File: src/rtl/jk_excitation_driver_if.sv
// Handshake and excitation bundle between a JK excitation driver and its user.
// The slave side is the driver; the master side issues loads and watches J/K and the Q model.
interface jk_excitation_driver_if #(
    parameter int WIDTH = 8,
    parameter int IDX_W = $clog2(WIDTH)
);
    logic             load;
    logic [WIDTH-1:0] pattern;
    logic             ready;
    logic             busy;
    logic             J;
    logic             K;
    logic             q_model;
    logic [IDX_W-1:0] bit_idx;
    logic             done;
    logic             mismatch;

    modport master (
        output load, pattern,
        input  ready, busy, J, K, q_model, bit_idx, done, mismatch
    );

    modport slave (
        input  load, pattern,
        output ready, busy, J, K, q_model, bit_idx, done, mismatch
    );
endinterface

File: src/rtl/jk_excitation_driver.sv
// Drives J/K so that a downstream JK flip-flop on the same clock replays a pattern LSB first.
// Optional macro JK_TOGGLE_EN: encode required Q changes as toggle (J=K=1) instead of set/reset.
module jk_excitation_driver #(
    parameter int WIDTH = 8,
    parameter int IDX_W = $clog2(WIDTH)
) (
    input logic                   clk,
    input logic                   rst_n,
    jk_excitation_driver_if.slave bus
);
    typedef enum logic [1:0] {
        S_IDLE  = 2'd0,
        S_INIT  = 2'd1,
        S_SHIFT = 2'd2,
        S_DONE  = 2'd3
    } state_t;

    localparam logic [IDX_W-1:0] LAST_IDX = IDX_W'(WIDTH - 1);

    state_t           state_reg;
    logic [WIDTH-1:0] pattern_reg;
    logic [IDX_W-1:0] bit_idx_reg;
    logic             q_model_reg;

    logic target_bit;
    logic j_dec;
    logic k_dec;

    assign target_bit = pattern_reg[bit_idx_reg];

    always_ff @(posedge clk or negedge rst_n) begin
        if (!rst_n) begin
            state_reg   <= S_IDLE;
            pattern_reg <= '0;
            bit_idx_reg <= '0;
            q_model_reg <= 1'b0;
        end else begin
            case (state_reg)
                S_IDLE: begin
                    if (bus.load) begin
                        pattern_reg <= bus.pattern;
                        state_reg   <= S_INIT;
                    end
                end
                S_INIT: begin
                    // K=1 this cycle clears the downstream Q whatever it held before.
                    q_model_reg <= 1'b0;
                    bit_idx_reg <= '0;
                    state_reg   <= S_SHIFT;
                end
                S_SHIFT: begin
                    q_model_reg <= target_bit;
                    if (bit_idx_reg == LAST_IDX) begin
                        state_reg <= S_DONE;
                    end else begin
                        bit_idx_reg <= bit_idx_reg + 1'b1;
                    end
                end
                S_DONE: begin
                    state_reg <= S_IDLE;
                end
                default: begin
                    state_reg <= S_IDLE;
                end
            endcase
        end
    end

    // Excitation depends only on registered state, so J/K settle a full cycle before the edge.
    always_comb begin
        j_dec = 1'b0;
        k_dec = 1'b0;
        case (state_reg)
            S_INIT: begin
                k_dec = 1'b1;
            end
            S_SHIFT: begin
                if (target_bit != q_model_reg) begin
`ifdef JK_TOGGLE_EN
                    j_dec = 1'b1;
                    k_dec = 1'b1;
`else
                    j_dec = target_bit;
                    k_dec = ~target_bit;
`endif
                end
            end
            default: begin
                j_dec = 1'b0;
                k_dec = 1'b0;
            end
        endcase
    end

    assign bus.J        = j_dec;
    assign bus.K        = k_dec;
    assign bus.ready    = (state_reg == S_IDLE);
    assign bus.busy     = (state_reg == S_INIT) || (state_reg == S_SHIFT);
    assign bus.done     = (state_reg == S_DONE);
    assign bus.q_model  = q_model_reg;
    assign bus.bit_idx  = bit_idx_reg;
    // Downstream Q is compared against q_model outside this block.
    assign bus.mismatch = 1'b0;
endmodule

File: src/flat_wrapper.sv
// flat-port wrapper written by rule: the top's interface ports become plain ports
module jk_excitation_driver_flat 
#(
    parameter int WIDTH = 8,
    parameter int IDX_W = $clog2(WIDTH)
)
  (clk, rst_n, bus_load, bus_pattern, bus_ready, bus_busy, bus_J, bus_K, bus_q_model, bus_bit_idx, bus_done, bus_mismatch);
  jk_excitation_driver_if #(.WIDTH(WIDTH), .IDX_W(IDX_W)) bus_i ();
  input logic clk;
  input logic rst_n;
  input wire logic [$bits(bus_i.load)-1:0] bus_load;
  input wire logic [$bits(bus_i.pattern)-1:0] bus_pattern;
  output wire logic [$bits(bus_i.ready)-1:0] bus_ready;
  output wire logic [$bits(bus_i.busy)-1:0] bus_busy;
  output wire logic [$bits(bus_i.J)-1:0] bus_J;
  output wire logic [$bits(bus_i.K)-1:0] bus_K;
  output wire logic [$bits(bus_i.q_model)-1:0] bus_q_model;
  output wire logic [$bits(bus_i.bit_idx)-1:0] bus_bit_idx;
  output wire logic [$bits(bus_i.done)-1:0] bus_done;
  output wire logic [$bits(bus_i.mismatch)-1:0] bus_mismatch;
  assign bus_i.load = bus_load;
  assign bus_i.pattern = bus_pattern;
  assign bus_ready = bus_i.ready;
  assign bus_busy = bus_i.busy;
  assign bus_J = bus_i.J;
  assign bus_K = bus_i.K;
  assign bus_q_model = bus_i.q_model;
  assign bus_bit_idx = bus_i.bit_idx;
  assign bus_done = bus_i.done;
  assign bus_mismatch = bus_i.mismatch;
  jk_excitation_driver #(.WIDTH(WIDTH), .IDX_W(IDX_W)) u_core (.clk(clk), .rst_n(rst_n), .bus(bus_i));
endmodule
File: config.mk
export PLATFORM = sky130hd
export DESIGN_NAME = jk_excitation_driver_flat
export DESIGN_NICKNAME = d
export VERILOG_FILES = /design/src/rtl/jk_excitation_driver_if.sv /design/src/rtl/jk_excitation_driver.sv /design/src/flat_wrapper.sv
export SDC_FILE = /design/constraint.sdc
export NUM_CORES = 1
export LEC_CHECK = 0
export ABC_AREA = 1
export BUFFER_PORTS_ARGS = -buffer_cell sky130_fd_sc_hd__buf_2
export CAP_MARGIN = 5
export CORE_MARGIN = 5
export CORE_UTILIZATION = 50
export CTS_BUF_LIST = sky130_fd_sc_hd__clkbuf_16
export CTS_CLUSTER_SIZE = 24
export DETAILED_ROUTE_END_ITERATION = 16
export GPL_TIMING_DRIVEN = 1
export HOLD_SLACK_MARGIN = 0.12
export PLACE_DENSITY = 0.86
export REMOVE_ABC_BUFFERS = 1
export SLEW_MARGIN = 20
export SYNTH_ARGS = -nofsm -noshare
export SYNTH_HDL_FRONTEND = slang
export SYNTH_SLANG_ARGS = --single-unit
File: constraint.sdc
create_clock -name clk -period 1.6 [get_ports clk]
set_clock_uncertainty 0.2 [all_clocks]
set_input_delay 0.32 -clock clk [delete_from_list [all_inputs] [get_ports clk]]
set_output_delay 0.32 -clock clk [all_outputs]
set_load 0.02 [all_outputs]
# Word level (Yosys, flattened, before mapping)
# Index checks and enable logic that the tools add are counted.
[classes]
n_addsub = 1
order_cmp = 1
eq_ne = 8
muxes = 12
bitwise_logic = 1
n_reduce_logical = 6
[op_table]
columns = ["operator", "count"]
rows = [
  ["$pmux W2 S4", 1],
  ["$pmux W3 S2", 1],
  ["$reduce_and A2 Y1", 3],
  ["$eq A2 B2 Y1 const B", 2],
  ["$lt A3 B4 Y1 const B", 1],
  ["$mux W1", 4],
  ["$mux W2", 2],
  ["$ne A2 B2 Y1 const B", 2],
  ["$pmux W1 S2", 2],
  ["$add A3 B1 Y3 const B", 1],
  ["$bmux W1 S3", 1],
  ["$eq A3 B3 Y1 const B", 1],
  ["$mux W3", 1],
  ["$eq A2 B1 Y1 const B", 1],
  ["$logic_not A2 Y1", 1],
  ["$ne A2 B1 Y1 const B", 1],
  ["$reduce_bool A2 Y1", 1],
  ["$logic_or A1 B1 Y1", 1],
  ["$ne A1 B1 Y1", 1],
  ["$not A1 Y1", 1],
]
[totals]
reg_bits = 14
inputBits = 11
output_inout_bits = 10
wordCells = 33

# Longest topological paths before layout
[logic_depth]
word_depth = 5
depth_mapped = 7
depth_no_buf = 7

# Worst setup path before layout
# OpenSTA, ideal clock, no wires.
[synth_timing]
kind = "register -> output"
from = "register u_core.state_reg[1]"
to = "output port bus_K"
t_arrival_ns = 1.297
t_required_ns = 1.080
path_slack_ns = -0.217
stages_incl_launch_ff = 5
path_buffers = 0
path_cell_list = "dfrtp_1 -> inv_1 -> ha_1 -> inv_1 -> a21oi_1"
[synth_via]
elab_chain_cells = 2
word_cells_on_any_way = 3
classes_between = "eq/ne: 2; mux: 1"
[synth_lines]
columns = ["item", "line", "rtl"]
rows = [
  ["start: declaration", "jk_excitation_driver.sv:20", "state_t state_reg;"],
  ["start signal: assignment", "jk_excitation_driver.sv:33", "state_reg <= S_IDLE;"],
  ["start signal: assignment", "jk_excitation_driver.sv:42", "state_reg <= S_INIT;"],
  ["start signal: assignment", "jk_excitation_driver.sv:49", "state_reg <= S_SHIFT;"],
  ["$eq A2 B2 Y1 or $eq A2 B1 Y1 (tied branches)", "jk_excitation_driver.sv:73", "case (state_reg)"],
  ["$pmux W1 S2 (*)", "jk_excitation_driver.sv:73", ""],
  ["end: declaration", "flat_wrapper.sv:16", "output wire logic [$bits(bus_i.K)-1:0] bus_K;"],
]
# Mark *: on every way between the ends. The rest lies on a longest branch, timed or not.

# Final worst setup path
[layout_timing]
from = "register u_core.bit_idx_reg[0], in the netlist u_core.bus.bit_idx[0]"
to = "output port bus_K"
[layout_via]
elab_chain_cells = 5
word_cells_on_any_way = 6
classes_between = "eq/ne: 1; mux: 4; bitwise: 1"
[layout_lines]
columns = ["item", "line", "rtl"]
rows = [
  ["start: declaration", "jk_excitation_driver.sv:22", "logic [IDX_W-1:0] bit_idx_reg;"],
  ["start signal: assignment", "jk_excitation_driver.sv:56", "bit_idx_reg <= bit_idx_reg + 1'b1;"],
  ["$bmux W1 S3 (*)", "jk_excitation_driver.sv:29", "assign target_bit = pattern_reg[bit_idx_reg];"],
  ["$mux W1 (implied by the code) (*)", "jk_excitation_driver.sv:29", ""],
  ["$ne A1 B1 Y1 or $not A1 Y1 (tied branches)", "jk_excitation_driver.sv:78, jk_excitation_driver.sv:84", ""],
  ["$mux W1 (*)", "jk_excitation_driver.sv:78", "if (target_bit != q_model_reg) begin"],
  ["$pmux W1 S2 (*)", "jk_excitation_driver.sv:73", ""],
]
# Mark *: on every way between the ends. The rest lies on a longest branch, timed or not. The select of a mux whose other input is x is not followed.

==> flow_summary.ini <==
[routing]
drt_iter0_drc = 18
ant_nets = 0
drt_pass1_iterations = 4
wl_per_cell_um = 16.7
viasPerCell = 5.42
dr_total_vias = 770
routed_wl_um = 2370
drc = 0

[setup_path]
regToRegSetupSlack_ns = -0.07
worstSetupPathType = reg -> out
start_kind = flip-flop
crit_fanout = 6
critical_path_required_ns = 1.08
arrival_ns = 1.48
endpoint_kind = output port

[cells_and_area]
nets = 146
drive_gt1_frac = 0.468
num_antenna_cells = 0
final_cell_mix = inv_1, buf_2, buf_4, dfrtp_1, nand2_1
design_area_mm2 = 0.00119
fill_cells = 84
area_delta_synth_final_pct = 51.4
largest_reg_flops = 8
final_cells = 142

[timing]
setup_violations = 8
worst_slack_ns = -0.404
clock.fmax_ghz = 0.499
finalHoldViolations = 0
finalCriticalPeriod_ns = 2.00
rsz0062_at_grt = true
fin_crit_sh = 1.25
drv_slew = 0

[synth]
synth_seq_cells = 14
syn_inst = 95
synth_cell_types = 16
netlist_top_cells_area = dfrtp_1, ha_1, inv_1
netlist_area_um2 = 783
yosysWarnings = 0
synth_area_leader_cell = dfrtp_1
synth_seq_area_share = 0.447
synth_top_area_frac = 0.447
avgSynthCellArea_um2 = 8.24

[global_routing]
overflow = 0
grt_first_pass_wirelength_um = 3850
grt_pass1_vias = 822
antenna_found_initial = 0
grt_max_degree = 17
grt_usage = 0.204

[clocking]
cts_buffers = 3
clkSlewWorstSetupHoldPaths_ns = 0.04
cts.sinks = 14
cts_tree = yes
ctsLongestPathBuffers = 2
cts_root_buf = clkbuf_16
clk-insertion-delay-late_ns = 0.24
htreeDepth = 1

[placed_design]
post_dp_cell_area_um2 = 938
dpl.hpwl_um = 1350
gp_congestion = 0.828
dp_cells = 135
port_buffers = 19

[status]
failed_checks = negative setup slack
status = finished, violations left

[power]
p_total_mw = 2.77
power_density_mw_per_mm2 = 2340
vdd_drop_max_mv = 1.32
p_leak_nw = 0.607

[floorplanning]
io_pins = 21
initial_utilization = 0.526
dieArea_mm2 = 0.00246
die_y_um = 49.6
row_count = 14
die_x_um = 49.6
coreArea_mm2 = 0.00149

[min_path]
min_path_type = in -> reg

[run]
max-cap-violations = 0
## kinds of logic (layout without fill, tap and decap cells)
group / Yosys count / in the layout / synth area share
AO/OA/AOI/OAI: 17 / 17 / 0.113
adder cells (fa/ha/maj): 7 / 7 / 0.112
buffers and inverters: 21 / 52 / 0.112
flip-flops: 14 / 14 / 0.447
other: 1 / 1 / 0.00479
AND/OR/NAND/NOR: 35 / 35 / 0.211
## layout make-up
type	count	area, µm²	share of cell area
timing repair buffer	31	221	0.187
tap	16	20.0	0.0169
multi-input combinational	60	442	0.372
clock buffer	3	75.1	0.0633
inverter	18	75.1	0.0633
sequential	14	353	0.297
## layer usage
layer	vias up	share of wire	global-route usage
li1	361	-	-
met1	370	0.40	0.234
met2	35	0.54	0.362
met3	4	0.050	0.0241
met4	0	0.016	0.109
met5	-	0	0
## stage by stage
step / TNS [ns] / hold WS, ns / setup slack [ns] / util
finish: -0.938 / 0.126 / -0.404 / 0.797
global route: -1.42 / 0.142 / -0.477 / 0.797
CTS: -0.720 / 0.129 / -0.319 / 0.765
detailed placement: -0.311 / 0.0272 / -0.164 / 0.630
global placement: -0.0550 / 0.0247 / -0.0550 / 0.630
floorplan: -0.379 / -0.176 / -0.217 / -
## Yosys cell counts
cell type   n
buf_2       1
nand3_1     6
nor3_1      1
nor2_1      9
a21oi_1    10
conb_1      1
nand2_1    15
o21ai_1     2
ha_1        7
o21ai_0     4
dfrtp_1    14
o21ai_2     1
nand3_2     4
inv_2       1
inv_1      17
buf_4       2
## critical path, cell delays in order (launching register included)
cell     delay (ns)
dfrtp_2        0.45
inv_4          0.10
nand2_2        0.06
nand3_2        0.08
nand3_2        0.09
nand2_1        0.08
nand2_1        0.06
a21oi_2        0.18
buf_6          0.14
## path summary, 6_finish.rpt
check	end	depth (start not counted)	startpoint
min in group asynchronous	u_core.pattern_reg[2]$_DFFE_PN0P_	2	rst_n
max in group asynchronous	u_core.bus.bit_idx[0]$_DFFE_PN0P_	2	rst_n
worst max-delay path	bus_K	8	u_core.bus.bit_idx[0]$_DFFE_PN0P_
worst max register to register	u_core.state_reg[0]$_DFFE_PN0P_	8	u_core.bus.bit_idx[0]$_DFFE_PN0P_
worst min-delay path	u_core.pattern_reg[0]$_DFFE_PN0P_	3	bus_pattern[0]
worst min register to register	u_core.pattern_reg[4]$_DFFE_PN0P_	2	u_core.pattern_reg[4]$_DFFE_PN0P_
## report_power, final
group / switching (mW) / internal, mW / total (mW) / leakage [nW]
registers: 0.108 / 0.517 / 0.625 / 0.160
clock network: 0.130 / 0.326 / 0.455 / 0.0370
logic: 0.967 / 0.725 / 1.69 / 0.410
total: 1.20 / 1.57 / 2.77 / 0.607
## what timing repair did
item / in CTS / in global routing
hold endpoints to repair: 14 / 0
setup buffers: 3 / 1
gates resized for setup: 29 / 13
hold buffers: 1 / 0
setup endpoints to repair: 11 / 16
pin swaps: 2 / 2
No activity file was read; power rests on OpenSTA's default activity.
